==> src/rtl/igniter_stepper.sv <==
// Position stepper: signed jumps that wrap or saturate within 0..POS_MAX,
// followed by an optional cooldown during which new jumps are dropped.
module igniter_stepper #(
  parameter int POS_W       = 3,
  parameter int DELTA_W     = 4,
  parameter int POS_MAX     = 7,
  parameter int HOLD_CYCLES = 2,
  parameter int RESET_POS   = 0
) (
  input  logic               sys_clk,
  input  logic               clr_n,
  input  logic [DELTA_W-1:0] delta,
  input  logic               enable_jump,
  input  logic               sat_mode,
  input  logic               load,
  input  logic [POS_W-1:0]   load_pos,
  output logic               ready,
  output logic [POS_W-1:0]   position,
  output logic               wrapped,
  output logic               clipped
);

  localparam int SW    = ((POS_W > DELTA_W) ? POS_W : DELTA_W) + 2;
  localparam int CNT_W = (HOLD_CYCLES > 1) ? $clog2(HOLD_CYCLES) : 1;

  localparam logic signed [SW-1:0] MAX_S     = SW'(POS_MAX);
  localparam logic signed [SW-1:0] MOD_S     = SW'(POS_MAX + 1);
  localparam logic [POS_W-1:0]     MAX_P     = POS_W'(POS_MAX);
  localparam logic [POS_W-1:0]     RST_P     = POS_W'(RESET_POS);
  localparam logic [CNT_W-1:0]     HOLD_INIT = (HOLD_CYCLES > 0) ? CNT_W'(HOLD_CYCLES - 1) : '0;

  typedef enum logic {IDLE, HOLD} state_t;

  state_t            state_q;
  logic [CNT_W-1:0]  cnt_q;
  logic [POS_W-1:0]  pos_q;
  logic              ready_q;
  logic              wrap_q;
  logic              clip_q;

  logic signed [SW-1:0] sum;
  logic [POS_W-1:0]     jump_pos_d;
  logic [POS_W-1:0]     load_pos_d;
  logic                 jump_wrap_d;
  logic                 jump_clip_d;
  logic                 accept;

  // Sum is wide enough that neither overflow nor underflow is lost before the range checks.
  always_comb begin
    sum         = $signed({{(SW-POS_W){1'b0}}, pos_q})
                + $signed({{(SW-DELTA_W){delta[DELTA_W-1]}}, delta});
    jump_pos_d  = POS_W'(sum);
    jump_wrap_d = 1'b0;
    jump_clip_d = 1'b0;
    if (sum > MAX_S) begin
      if (sat_mode) begin
        jump_pos_d  = MAX_P;
        jump_clip_d = 1'b1;
      end else begin
        jump_pos_d  = POS_W'(sum - MOD_S);
        jump_wrap_d = 1'b1;
      end
    end else if (sum[SW-1]) begin
      if (sat_mode) begin
        jump_pos_d  = '0;
        jump_clip_d = 1'b1;
      end else begin
        jump_pos_d  = POS_W'(sum + MOD_S);
        jump_wrap_d = 1'b1;
      end
    end
    load_pos_d = (load_pos > MAX_P) ? MAX_P : load_pos;
    accept     = enable_jump && ready_q && !load;
  end

  always_ff @(posedge sys_clk or negedge clr_n) begin
    if (!clr_n) begin
      state_q <= IDLE;
      cnt_q   <= '0;
      pos_q   <= RST_P;
      ready_q <= 1'b1;
      wrap_q  <= 1'b0;
      clip_q  <= 1'b0;
    end else begin
      wrap_q <= 1'b0;
      clip_q <= 1'b0;
      if (load) begin
        pos_q   <= load_pos_d;
        state_q <= IDLE;
        ready_q <= 1'b1;
        cnt_q   <= '0;
      end else if (accept) begin
        pos_q  <= jump_pos_d;
        wrap_q <= jump_wrap_d;
        clip_q <= jump_clip_d;
        if (HOLD_CYCLES > 0) begin
          state_q <= HOLD;
          ready_q <= 1'b0;
          cnt_q   <= HOLD_INIT;
        end
      end else if (state_q == HOLD) begin
        // cnt_q counts the HOLD cycles still to go after the current one.
        if (cnt_q == '0) begin
          state_q <= IDLE;
          ready_q <= 1'b1;
        end else begin
          cnt_q <= cnt_q - 1'b1;
        end
      end
    end
  end

  assign ready    = ready_q;
  assign position = pos_q;
  assign wrapped  = wrap_q;
  assign clipped  = clip_q;

endmodule

==> config.mk <==
export PLATFORM = sky130hd
export DESIGN_NAME = igniter_stepper
export DESIGN_NICKNAME = d
export VERILOG_FILES = /design/src/rtl/igniter_stepper.sv
export SDC_FILE = /design/constraint.sdc
export NUM_CORES = 1
export LEC_CHECK = 0
export CAP_MARGIN = 40
export CORE_MARGIN = 5
export CORE_UTILIZATION = 38
export DETAILED_ROUTE_END_ITERATION = 16
export PLACE_DENSITY = 0.77
export SLEW_MARGIN = 20
export SYNTH_ARGS = -nofsm -noshare
export SYNTH_HDL_FRONTEND = slang
export SYNTH_SLANG_ARGS = --single-unit
==> constraint.sdc <==
create_clock -name sys_clk -period 1.5 [get_ports sys_clk]
set_input_delay 0.375 -clock sys_clk [delete_from_list [all_inputs] [get_ports sys_clk]]
set_output_delay 0.375 -clock sys_clk [all_outputs]
set_load 0.01 [all_outputs]
==> results by group, run 1 <==
Run status
  • Status: finished with violations
  • Failing checks: negative setup slack

Clock tree
  • H-tree Lvls: 1
  • Number of buffers created by CTS: 3
  • Clk slew on worst S/H paths: 0.06 ns
  • TritonCTS Sinks: 8
  • CTS tree: yes
  • Clock Tree Root: clkbuf_4
  • Clock latency on the worst-skew pair: 0.26 ns
  • Clk buf depth: 2
  • Post-CTS Setup Inserts: 0

Critical path
  • Worst setup EP type: register
  • CP required: 1.65 ns
  • Delay-heaviest family, CP: adder cells
  • Worst setup path startpoint: position[0]
  • Critical path launch point type: register
  • CP Depth: 5
  • CP peak stage delay: 0.40 ns
  • Worst Path Arrival: 1.71 ns
  • Crit path to: position[1]
  • Worst R2R Path Depth: 5
  • Critical-path top delay cell: dfrtp_1
  • Critical path type: reg -> reg
  • R2R Path Start: position[0]
  • Max FO, Critical Path: 3
  • R2r setup slk: -0.07 ns
  • CP cell instances: ha_4, fa_2, nand4_1, a21boi_2, o31a_1
  • Buf/Inv on CP: 0
  • R2r endpoint: position[1]

Route
  • 1st-pass router iterations: 3
  • Routed Wire Length: 1.26 mm
  • Routed Antenna Nets: 0
  • Routed wire per std cell: 13.1 um
  • Vias/cell: 5.27
  • Routed via count: 506
  • Detailed-route DRC error count: 0
  • Iter 0 DRT Violations: 4

Synthesis
  • Netlist cell types: 26
  • Syn nets: 69
  • Post-synthesis sequential area ratio: 0.393
  • YS warnings: 0
  • Syn avg cell area: 9.68 sq um
  • Mapped Cells: 53
  • Most area-hungry cell type in the Yosys netlist: dfrtp_1
  • Yosys top cell area share: 0.341
  • Synth Cell Area: 513 sq um
  • Synth Register Bits: 8
  • Top cells by area, synth: dfrtp_1 (34%), ha_1 (7.3%), dfstp_2 (5.1%)

Power
  • Peak VDD IR: 0.551 mV
  • Tot Pwr: 0.738 mW
  • Pwr dens: 887 nW/um^2
  • P_leak: 0.366 nW

Finish
  • Design area: 832 sq um
  • Share of layout cells above drive strength 1: 0.309
  • Area growth syn-to-layout: 62.2%
  • Commonest non-fill, non-tap cells in the layout: clkdlybuf4s50_1 (9), dlygate4sd2_1 (8), buf_4 (8), dfrtp_1 (6), nand2_1 (5)
  • Layout net count: 98
  • Antenna Cells: 0
  • Most common cell after layout, fill and taps aside: clkdlybuf4s50_1
  • Finished Layout Cells: 96

Global route
  • Pin count of the biggest net entering global routing: 11
  • GRT Util Overall: 0.136
  • Grt ovf: 0
  • Initial antenna violation count: 0
  • Via count of the first global-routing pass: 490
  • Global-route wire length before repair: 2.08 mm

STA
  • Final Worst Setup Slack: -0.0679 ns
  • Final Setup Violations: 5
  • Worst-Margin Slew: 0.367 ns
  • Max frequency: 638 MHz
  • Final hold vios: 0
  • Final Cycle Share: 1.05
  • Final slew viol count: 0
  • Fin Clk Skew: 0.0108 ns
  • Unrepaired setup endpoints after global routing: yes
  • Setup_tns: -0.255 ns
  • Worst slew margin: 0.754
  • Tmin final: 1.57 ns

Floorplan
  • Boundary Pins: 18
  • Die Y: 46.7 um
  • Core area: 1280 sq um
  • Die Area: 2180 sq um
  • Initial core utilization: 0.399
  • FP Rows: 13
  • Chip width: 46.7 um

Placement
  • Dpl cell area: 777 sq um
  • Number of port buffers: 17
  • Pre-CTS WS: -0.543 ns
  • GP Congestion: 0.752
  • HPWL Detailed: 995 um
  • Cells after DPL: 92

Flow run
  • Max-cap viol count: 0

Worst hold path
  • Hold Crit Class: in -> async
## stage by stage
| stage | util | hold WS (ns) |
|---|---|---|
| finish | 0.648 | 0.394 |
| global route | 0.648 | 0.411 |
| CTS | 0.627 | 0.396 |
| detailed placement | 0.605 | 0.399 |
| global placement | 0.605 | 0.398 |
| floorplan | - | 0.0794 |
## synth_stat cells, drive strengths merged
master / count
nor2b: 4
a21o: 1
xnor2: 1
o21ai: 4
and2: 1
inv: 3
a211oi: 2
dfstp: 1
o31ai: 1
a21boi: 1
clkbuf: 1
nand2b: 1
o21bai: 1
dfrtp: 7
nand4: 1
nand3b: 1
nand2: 6
nor2: 1
fa: 1
o211ai: 2
o31a: 3
a21oi: 4
a31oi: 1
ha: 3
a31o: 1
## registers in the layout, indices dropped and copies added, names as in the netlist
register  flops
position      3
clipped       1
cnt_q         1
ready         1
state_q       1
wrapped       1
## cells by family (layout without fill, tap and decap cells)
kind of cell,count (synthesis),count (layout),synth area share
compound gates,21,21,0.283
flops,8,8,0.393
fa+ha+maj,4,4,0.112
xor+xnor,1,1,0.0171
buf+inv,4,32,0.0293
simple gates,15,15,0.166
## timing repair
action | CTS | global route
hold buffers | 0 | 0
pin swaps | 10 | 10
gates resized for setup | 11 | 4
endpoints found under the setup margin | 11 | 5
## routing by layer
metal / track usage / routed length [um] / vias to the layer above
met5: 0 / 0 / -
met4: 0.0331 / 16 / 0
met3: 0.0536 / 115 / 2
met2: 0.236 / 599 / 15
met1: 0.156 / 523 / 235
li1: - / - / 254
## power by group
part,switching (mW),internal (mW)
combinational,0.133,0.165
clock,0.0727,0.102
sequential,0.0229,0.243
total,0.229,0.509
## worst min path at each step
stage               startpoint          end
floorplan                clr_n      clipped
global placement         cnt_q        ready
detailed placement       cnt_q        ready
CTS                      clr_n  position[0]
global route             clr_n  position[0]
finish                   clr_n  position[0]
## cell type report
type                       count  area (sq um)
clock buffer                   4          26.3
timing repair buffer          25           220
sequential                     8           203
tap                           15          18.8
multi-input combinational     41           353
inverter                       3          11.3
fill                         102           453
Note: power is estimated with default switching activity, not from simulation.
==> inputs of run 2 (changes only) <==
- ABC_AREA: not set -> 1
==> results by group, run 2 <==
Run status
  • Status: finished with violations
  • Failing checks: negative setup slack

Power
  • Tot Pwr: 0.751 mW
  • Pwr dens: 913 nW/um^2
  • Peak VDD IR: 0.496 mV
  • P_leak: 0.442 nW

STA
  • Worst slew margin: 0.760
  • Final slew viol count: 0
  • Fin Clk Skew: 0.000242 ns
  • Final hold vios: 0
  • Tmin final: 1.57 ns
  • Unrepaired setup endpoints after global routing: yes
  • Final Cycle Share: 1.04
  • Max frequency: 639 MHz
  • Setup_tns: -0.202 ns
  • Worst-Margin Slew: 0.358 ns
  • Final Worst Setup Slack: -0.0653 ns
  • Final Setup Violations: 5

Route
  • Detailed-route DRC error count: 0
  • 1st-pass router iterations: 4
  • Iter 0 DRT Violations: 15
  • Routed via count: 530
  • Routed Wire Length: 1.23 mm
  • Routed wire per std cell: 11.3 um
  • Routed Antenna Nets: 0
  • Vias/cell: 4.86

Synthesis
  • Asr flop ratio synth: 1.00
  • YS warnings: 0
  • Yosys top cell area share: 0.345
  • Syn avg cell area: 7.70 sq um
  • Netlist cell types: 17
  • Synth Register Bits: 8
  • Commonest cells post-synth: nand2_1 (18), inv_1 (11), dfrtp_1 (7), nor2_1 (7)
  • Number of flops mapped to enable cells by yosys: 0
  • Post-synthesis sequential area ratio: 0.397
  • Most area-hungry cell type in the Yosys netlist: dfrtp_1
  • Primary FF master, synth: dfrtp_1
  • Syn nets: 82
  • Top-count cell post-synth: nand2_1
  • Mapped Cells: 66
  • Top cells by area, synth: dfrtp_1 (34%), nand2_1 (13%), inv_1 (8.1%)
  • Synth Cell Area: 508 sq um

Finish
  • Finished Layout Cells: 109
  • Area growth syn-to-layout: 61.8%
  • Antenna Cells: 0
  • Fillcell total: 112
  • Share of layout cells above drive strength 1: 0.255
  • Most common cell after layout, fill and taps aside: nand2_1
  • Layout net count: 111
  • Commonest non-fill, non-tap cells in the layout: nand2_1 (17), inv_1 (11), clkdlybuf4s50_1 (9), nor2_1 (7)
  • Largest register FFs: 3
  • Final core utilization: 0.640

Critical path
  • Critical path type: reg -> reg
  • Worst Path Arrival: 1.72 ns
  • Max FO, Critical Path: 3
  • Worst setup EP type: register
  • Critical path launch point type: register
  • CP required: 1.65 ns

Flow run
  • Max-cap viol count: 0

Global route
  • GRT Util Overall: 0.132
  • GRT busiest layer: met2
  • Initial antenna violation count: 0
  • Pin count of the biggest net entering global routing: 9
  • Met2 GRT Util: 0.223
  • Grt ovf: 0
  • GR Layer Usage met3: 0.0625
  • Via count of the first global-routing pass: 504
  • Met1 GRT Util: 0.145
  • Global-route wire length before repair: 1.97 mm

Floorplan
  • Die Area: 2170 sq um
  • FP Rows: 13
  • Boundary Pins: 18
  • Chip width: 46.6 um
  • Die Y: 46.6 um
  • Initial core utilization: 0.395
  • Core area: 1280 sq um

Clock tree
  • Clk buf depth: 2
  • Clock Tree Root: clkbuf_4
  • H-tree Lvls: 1
  • Number of buffers created by CTS: 3
  • CTS tree: yes
  • Clock latency on the worst-skew pair: 0.26 ns
  • TritonCTS Sinks: 8
  • Clk slew on worst S/H paths: 0.06 ns

Placement
  • Cells after DPL: 102
  • HPWL Detailed: 1.02 mm
  • Pre-CTS WS: -0.453 ns
  • GP Congestion: 0.775
  • Number of port buffers: 17

Worst hold path
  • Hold Crit Class: in -> async
-- run 2: worst max-delay path: stages (launching register included) --
cell and delay (ns):
dfrtp_1 0.40, buf_6 0.13, ha_4 0.15, fa_2 0.34
nand2_2 0.08, nand3_2 0.09, nand4_4 0.09, nand2_1 0.06
nand2_1 0.06, nand2_1 0.05
-- run 2: logic make-up after synthesis --
| logic type | synth area share |
|---|---|
| AO/OA/AOI/OAI | 0.111 |
| adder cells (fa/ha/maj) | 0.113 |
| buffers and inverters | 0.0960 |
| flip-flops | 0.397 |
| AND/OR/NAND/NOR | 0.283 |
-- run 2: layer usage --
| metal | up-vias | wire length [um] |
|---|---|---|
| met2 | 20 | 620 |
| met1 | 245 | 479 |
| met3 | 2 | 117 |
| met5 | - | 0 |
| li1 | 263 | - |
| met4 | 0 | 14 |
-- run 2: final cells by class --
| type | count | area (sq um) | area share |
|---|---|---|---|
| inverter | 13 | 48.8 | 0.0594 |
| timing repair buffer | 24 | 216 | 0.263 |
| clock buffer | 4 | 26.3 | 0.0320 |
| sequential | 8 | 203 | 0.247 |
| tap | 15 | 18.8 | 0.0228 |
| multi-input combinational | 45 | 309 | 0.376 |
-- run 2: worst paths after layout --
path | startpoint | to | slack (ns) | depth (start not counted)
min in group sys_clk | ready | ready | 0.47 | 2
max in group asynchronous | clr_n | ready | 0.81 | 1
hold / removal | clr_n | position[2] | 0.39 | 1
hold reg to reg | ready | ready | 0.47 | 2
setup / recovery | position[0] | position[1] | -0.07 | 9
setup reg to reg | position[0] | position[1] | -0.07 | 9
-- run 2: repair_timing --
action / 4_1_cts / 5_1_grt
endpoints found under the setup margin: 10 / 6
resized for setup: 18 / 2
pin swaps: 5 / 1
buffers inserted: 3 / 0
hold buffers: 0 / 0
endpoints found under the hold margin: 0 / 0
-- run 2: where the power goes --
part	switching, mW	internal, mW	total, mW
Combinational	0.151	0.155	0.305
Sequential	0.0182	0.244	0.262
Clock	0.0806	0.102	0.183
-- run 2: metrics by stage --
stage	instance area (sq um)	hold slack (ns)
after CTS	811	0.398
after floorplan	510	0.0794
after detailed placement	729	0.463
after global placement	729	0.460
final	822	0.389
after global routing	822	0.417
==> inputs of run 3 (changes only) <==
- CTS_CLUSTER_SIZE: not set -> 8
- SLEW_MARGIN: 20 -> not set
==> results of run 3 <==
No change in the layout: final DEF, timing and power equal those of run 2.
